`src/rtl/down_counter_sync_fft.sv`:
```
// Loadable synchronous down-counter: T flip-flops with a borrow chain and an IDLE/RUN FSM.
// Define DOWN_COUNTER_AUTORELOAD_EN to reload from the reload register at terminal count instead of stopping.
module down_counter_sync_fft #(
    parameter int WIDTH = 4
) (
    input  logic             clk,
    input  logic             rst,
    input  logic             en,
    input  logic             load,
    input  logic [WIDTH-1:0] load_val,
    output logic [WIDTH-1:0] count,
    output logic             zero,
    output logic             busy,
    output logic             done
);

    typedef enum logic {
        IDLE = 1'b0,
        RUN  = 1'b1
    } state_t;

    state_t           state_q;
    state_t           state_d;
    logic [WIDTH-1:0] count_q;
    logic [WIDTH-1:0] count_d;
    logic [WIDTH-1:0] reload_q;
    logic [WIDTH-1:0] reload_d;
    logic             done_q;
    logic             done_d;

    logic             en_run;
    logic [WIDTH-1:0] t;
    logic             terminal;

    assign en_run   = en & (state_q == RUN);
    assign terminal = en_run & ~load & (count_q == WIDTH'(1));

    // Bit i toggles only when every lower bit is already zero (borrow ripples upward).
    always_comb begin
        logic chain;
        chain = en_run;
        t     = '0;
        for (int i = 0; i < WIDTH; i++) begin
            t[i]  = chain;
            chain = chain & ~count_q[i];
        end
    end

    always_ff @(posedge clk or posedge rst) begin
        if (rst) begin
            state_q  <= IDLE;
            count_q  <= '0;
            reload_q <= '0;
            done_q   <= 1'b0;
        end else begin
            state_q  <= state_d;
            count_q  <= count_d;
            reload_q <= reload_d;
            done_q   <= done_d;
        end
    end

    always_comb begin
        state_d  = state_q;
        count_d  = count_q ^ t;
        reload_d = reload_q;
        done_d   = 1'b0;
        if (load) begin
            count_d  = load_val;
            reload_d = load_val;
            state_d  = (load_val != '0) ? RUN : IDLE;
        end else if (terminal) begin
            done_d = 1'b1;
`ifdef DOWN_COUNTER_AUTORELOAD_EN
            count_d = reload_q;
            state_d = RUN;
`else
            count_d = '0;
            state_d = IDLE;
`endif
        end
    end

    always_comb begin
        count = count_q;
        zero  = (count_q == '0);
        busy  = (state_q == RUN);
        done  = done_q;
    end

endmodule
```
`config.mk`:
```
export PLATFORM = sky130hd
export DESIGN_NAME = down_counter_sync_fft
export DESIGN_NICKNAME = d
export VERILOG_FILES = /design/src/rtl/down_counter_sync_fft.sv
export SDC_FILE = /design/constraint.sdc
export NUM_CORES = 1
export LEC_CHECK = 0
export CAP_MARGIN = 20
export CORE_AREA = 2 2 39 41
export DETAILED_ROUTE_END_ITERATION = 10
export DIE_AREA = 0 0 41 43
export GPL_TIMING_DRIVEN = 0
export PLACE_DENSITY = 0.58
export REMOVE_ABC_BUFFERS = 1
export SYNTH_ARGS = -nofsm -noshare
export SYNTH_HDL_FRONTEND = slang
export SYNTH_SLANG_ARGS = --single-unit
```
`constraint.sdc`:
```
create_clock -name clk -period 2.2 [get_ports clk]
set_clock_uncertainty 0.1 [all_clocks]
set_input_delay 0.44 -clock clk [delete_from_list [all_inputs] [get_ports clk]]
set_output_delay 0.44 -clock clk [all_outputs]
set_load 0.005 [all_outputs]
```
## Word level (Yosys, flattened, before mapping)

Cells that the tools add are included.

| word-level totals | value |
|---|---|
| output and inout port bits | 7 |
| word-level logic and storage cells | 25 |
| register bits | 6 |
| bits of input ports | 8 |

| cells by class | value |
|---|---|
| bitwise operators | 11 |
| muxes and demuxes | 7 |
| reductions and logical operators | 3 |
| equality and inequality tests | 1 |

Operators by type and width:

| cell | number |
|---|---|
| two-way mux 4 bit | 2 |
| AND 1 bit | 6 |
| two-way mux 1 bit | 5 |
| == test 4 x 1 -> 1 bit (second input constant) | 1 |
| zero test 4 bit | 1 |
| inverter 1 bit | 4 |
| nonzero test 4 bit | 1 |
| XOR 4 bit | 1 |
| nonzero test 2 bit | 1 |

## Depth between registers and ports, before layout

| logic depth | value |
|---|---|
| depth in word-level cells | 7 |
| gate-level depth with buffers | 6 |
| mapped depth without buffers | 6 |

## Worst setup path before layout

No wires, ideal clock.

| timing | value |
|---|---|
| path kind | input-to-reg |
| start | input en |
| end | register count_q[3] (netlist: count[3]) |
| required time | 1.971 ns |
| buffers on the path | 0 |
| arrival time | 1.388 ns |
| slack | 0.584 ns |
| stages | 6 |
| cells stage by stage | and2_4 > ha_1 > ha_1 > ha_1 > xnor2_1 > o31ai_4 |

| on the way | value |
|---|---|
| word-level cells in the longest chain between the ends | 7 |
| elaborated cells between the ends (all ways) | 9 |

Ends and longest elaborated chain:

| what | line | source |
|---|---|---|
| start, declared | 8 | `input logic en,` |
| AND 1 bit * | 35 | `assign en_run = en & (state_q == RUN);` |
| AND 1 bit (3 in a row) | 45 | `chain = chain & ~count_q[i];` |
| XOR 4 bit | 65 | `count_d = count_q ^ t;` |
| two-way mux 4 bit * | 72 | `end else if (terminal) begin` |
| two-way mux 4 bit * | 68 | `if (load) begin` |
| net count_d[3] | 25 | `logic [WIDTH-1:0] count_d;` |
| end signal, assigned | 57 | `count_q <= count_d;` |
| end, declared | 24 | `logic [WIDTH-1:0] count_q;` |

Mark *: on every way through the listed nets, which the timed path passes. The rest lies on a longest branch.
A chain may end at the register's enable or synchronous reset.

## Worst setup path in the final report

| timing | value |
|---|---|
| start | register count_q[2] (netlist: count[2]) |
| end | output zero |

| on the way | value |
|---|---|
| word-level cells in the longest chain between the ends | 1 |

Ends and longest elaborated chain:

| what | line | source |
|---|---|---|
| zero test 4 bit | 86 | `zero = (count_q == '0);` |
| end, declared | 12 | `output logic zero,` |

Every way passes these cells.

==> impl_results.md <==
* Slew margin rel. at 68.7%
* Run status: complete, no violations
* Min Tclk post-route at 2.01 ns
* RSZ-0062 raised after global routing: false
* Distinct cells, synth at 16
* Period utilization at 91.4%
* Reg2reg start: busy
* DRC Markers at 0
* Global-route wire length before repair at 1.16 mm
* GRT Residual Overflow at 0
* Hpwl dp at 510 um
* Critical Path Fanout Max at 4
* Post-synth top cells: dfrtp_1 (6), inv_1 (4), nand2_1 (4)
* Via density at 4.24
* Crit end category: primary output
* DRT antenna net count at 0
* DP Area at 504 um2
* Hold WS at 0.310 ns
* Combinational share of power at 28.8%
* Via count at 263
* Largest cells by area after synthesis: dfrtp_1 (42%), o31ai_4 (12%), ha_1 (10%), o31ai_2 (6.9%), inv_1 (4.2%)
* Die Ht at 43 um
* Pin count of the biggest net entering global routing at 12
* Share of the yosys chip area belonging to registers at 41.7%
* Clk_lat worst skew at 0.24 ns
* Number of synthesized flops with an enable pin at 0
* CTS tree: done
* Leak Pwr at 0.228 nW
* Post-cts repair resize count at 0
* CP delay by family, top: buffers and inverters
* Worst Max-Slew Pin Slew at 0.468 ns
* Synthesized area at 360 um2
* Final WL at 612 um
* Syn avg cell area at 11.6 um2
* TritonRoute pass-1 iters at 4
* Cell with the most instances after synthesis: dfrtp_1
* Sw Share at 26.1%
* Final setup violation count at 0
* Warnings from Yosys at 0
* DR iter-0 viols at 2
* Fin. Hold Viols at 0
* Main flop type after synthesis: dfrtp_1
* Die area at 1760 um2
* Register area at 150 um2
* Max_cap viols at 0
* Multi-input logic area at 179 um2
* Critical path class: reg2out
* Met2 Track Usage GR at 11.9%
* Clk pwr share at 30.4%
* # IOs at 15
* GR Layer Usage met1 at 13.8%
* Cell taking the most area after synthesis: dfrtp_1
* Nets at 59
* Worst-path cell chain: nor4_1 > clkdlybuf4s50_1
* Reg clk slew, reported paths at 0.05 ns
* TritonCTS Sinks at 6
* Initial core utilization at 26.0%
* Post-cts hold buffer count at 0
* Critical path arrival at 1.47 ns
* GPL Wtd Cong at 0.694
* Layout area overhead at 46.2%
* Worst path max stage delay at 0.54 ns
* Worst VDD drop at 219 uV
* Sequential share of power at 40.8%
* Initial antenna violation count at 0
* Final Util at 38.1%
* R2R cell count at 6
* R2R Setup Slk at 0.57 ns
* Post-CTS setup repair buffer count at 0
* Met3 GRT Util at 6.28%
* H-tree depth at 1
* Power Density at 626 nW/um2
* Number of diodes at 0
* Pint at 0.244 mW
* Type of the worst min-delay path: in2async
* Mapped Cells at 31
* Die Wd at 41 um
* NetSw at 0.0861 mW
* WP buf/inv at 1
* Slowest CP cell: clkdlybuf4s50_1
* Layout cell share with drive strength beyond 1 at 17.4%
* Filler cells at 148
* Core ar. at 1380 um2
* CTS Buf Count at 3
* Clock Tree Buf Depth at 2
* Vias in the first global route at 269
* Root buf cell: clkbuf_4
* Required time of the critical path at 1.66 ns
* Fmax at 0.497 GHz
* Ys async rst share at 100%
* Reg2reg end: count[3]
* All-Layer GR Usage at 10.5%
* Post-DR wirelength/cell at 9.87 um
* Port bufs at 14
* Flop and latch count out of synthesis at 6
* GR peak layer: met1
* Fin Setup TNS at 0 ns
* Startpoint Class: register
* Yosys top cell area share at 41.7%
* Fin area at 527 um2
* Max Slew Vio Count at 0
* Std cell rows at 14
## per-layer routing
metal / vias up / routed length (um)
met2: 15 / 232
met5: - / 0
met3: 2 / 56
met1: 106 / 313
met4: 0 / 10
li1: 140 / -
## layout make-up
cell class,count,area share (%)
clock buffer,3,4.28
inverter,4,2.85
multi-input combinational,19,34.0
sequential,6,28.5
tap,16,3.80
timing repair buffer,14,26.6
## power groups by stage
stage,registers [mW],clock network [mW],logic [mW]
floorplan,0.136,0,0.0449
global placement,0.136,0,0.0957
CTS,0.135,0.106,0.0968
detailed placement,0.136,0,0.0966
global route,0.137,0.115,0.106
finish,0.134,0.100,0.0948
## metrics by stage
stage          power, mW  worst slack (ns)  instances
2_1_floorplan      0.181             0.583         29
3_3_place_gp       0.232            0.0926         59
3_5_place_dp       0.233            0.0790         59
4_1_cts            0.337             0.185         62
5_1_grt            0.358             0.146         62
6_report           0.330             0.189         62
## logic make-up after synthesis
logic type,count (synthesis),synth area share [%]
flops,6,41.7
simple gates,9,14.2
compound gates,6,22.6
xor+xnor,1,2.43
fa+ha+maj,3,10.4
buf+inv,6,8.68
## layout by cell type (no fill, tap or decap), drive strengths merged, types with 3 or more instances in the layout
master         netlist  final
clkdlybuf4s50        0     14
dfrtp                6      6
inv                  4      4
nand2                4      4
o31ai                4      4
ha                   3      3
clkbuf               0      3
## how the worst max path moves through the flow
stage	cells past startpoint	to	start
global placement	7	count[3]	en
detailed placement	3	busy	load
CTS	2	zero	count[2]
finish	2	zero	count[2]
global route	2	zero	count[2]
floorplan	6	count[3]	en
## state kept, by name, indices dropped and copies added (netlist names)
signal,flops
busy,1
count,4
done,1
## worst register-to-register path: stages, from the launching register on
cell     delay, ns
dfrtp_1       0.39
and2_4        0.15
ha_1          0.17
ha_1          0.18
ha_1          0.19
xnor2_1       0.25
o31ai_4       0.07
Power figures use the tool's default switching activity.
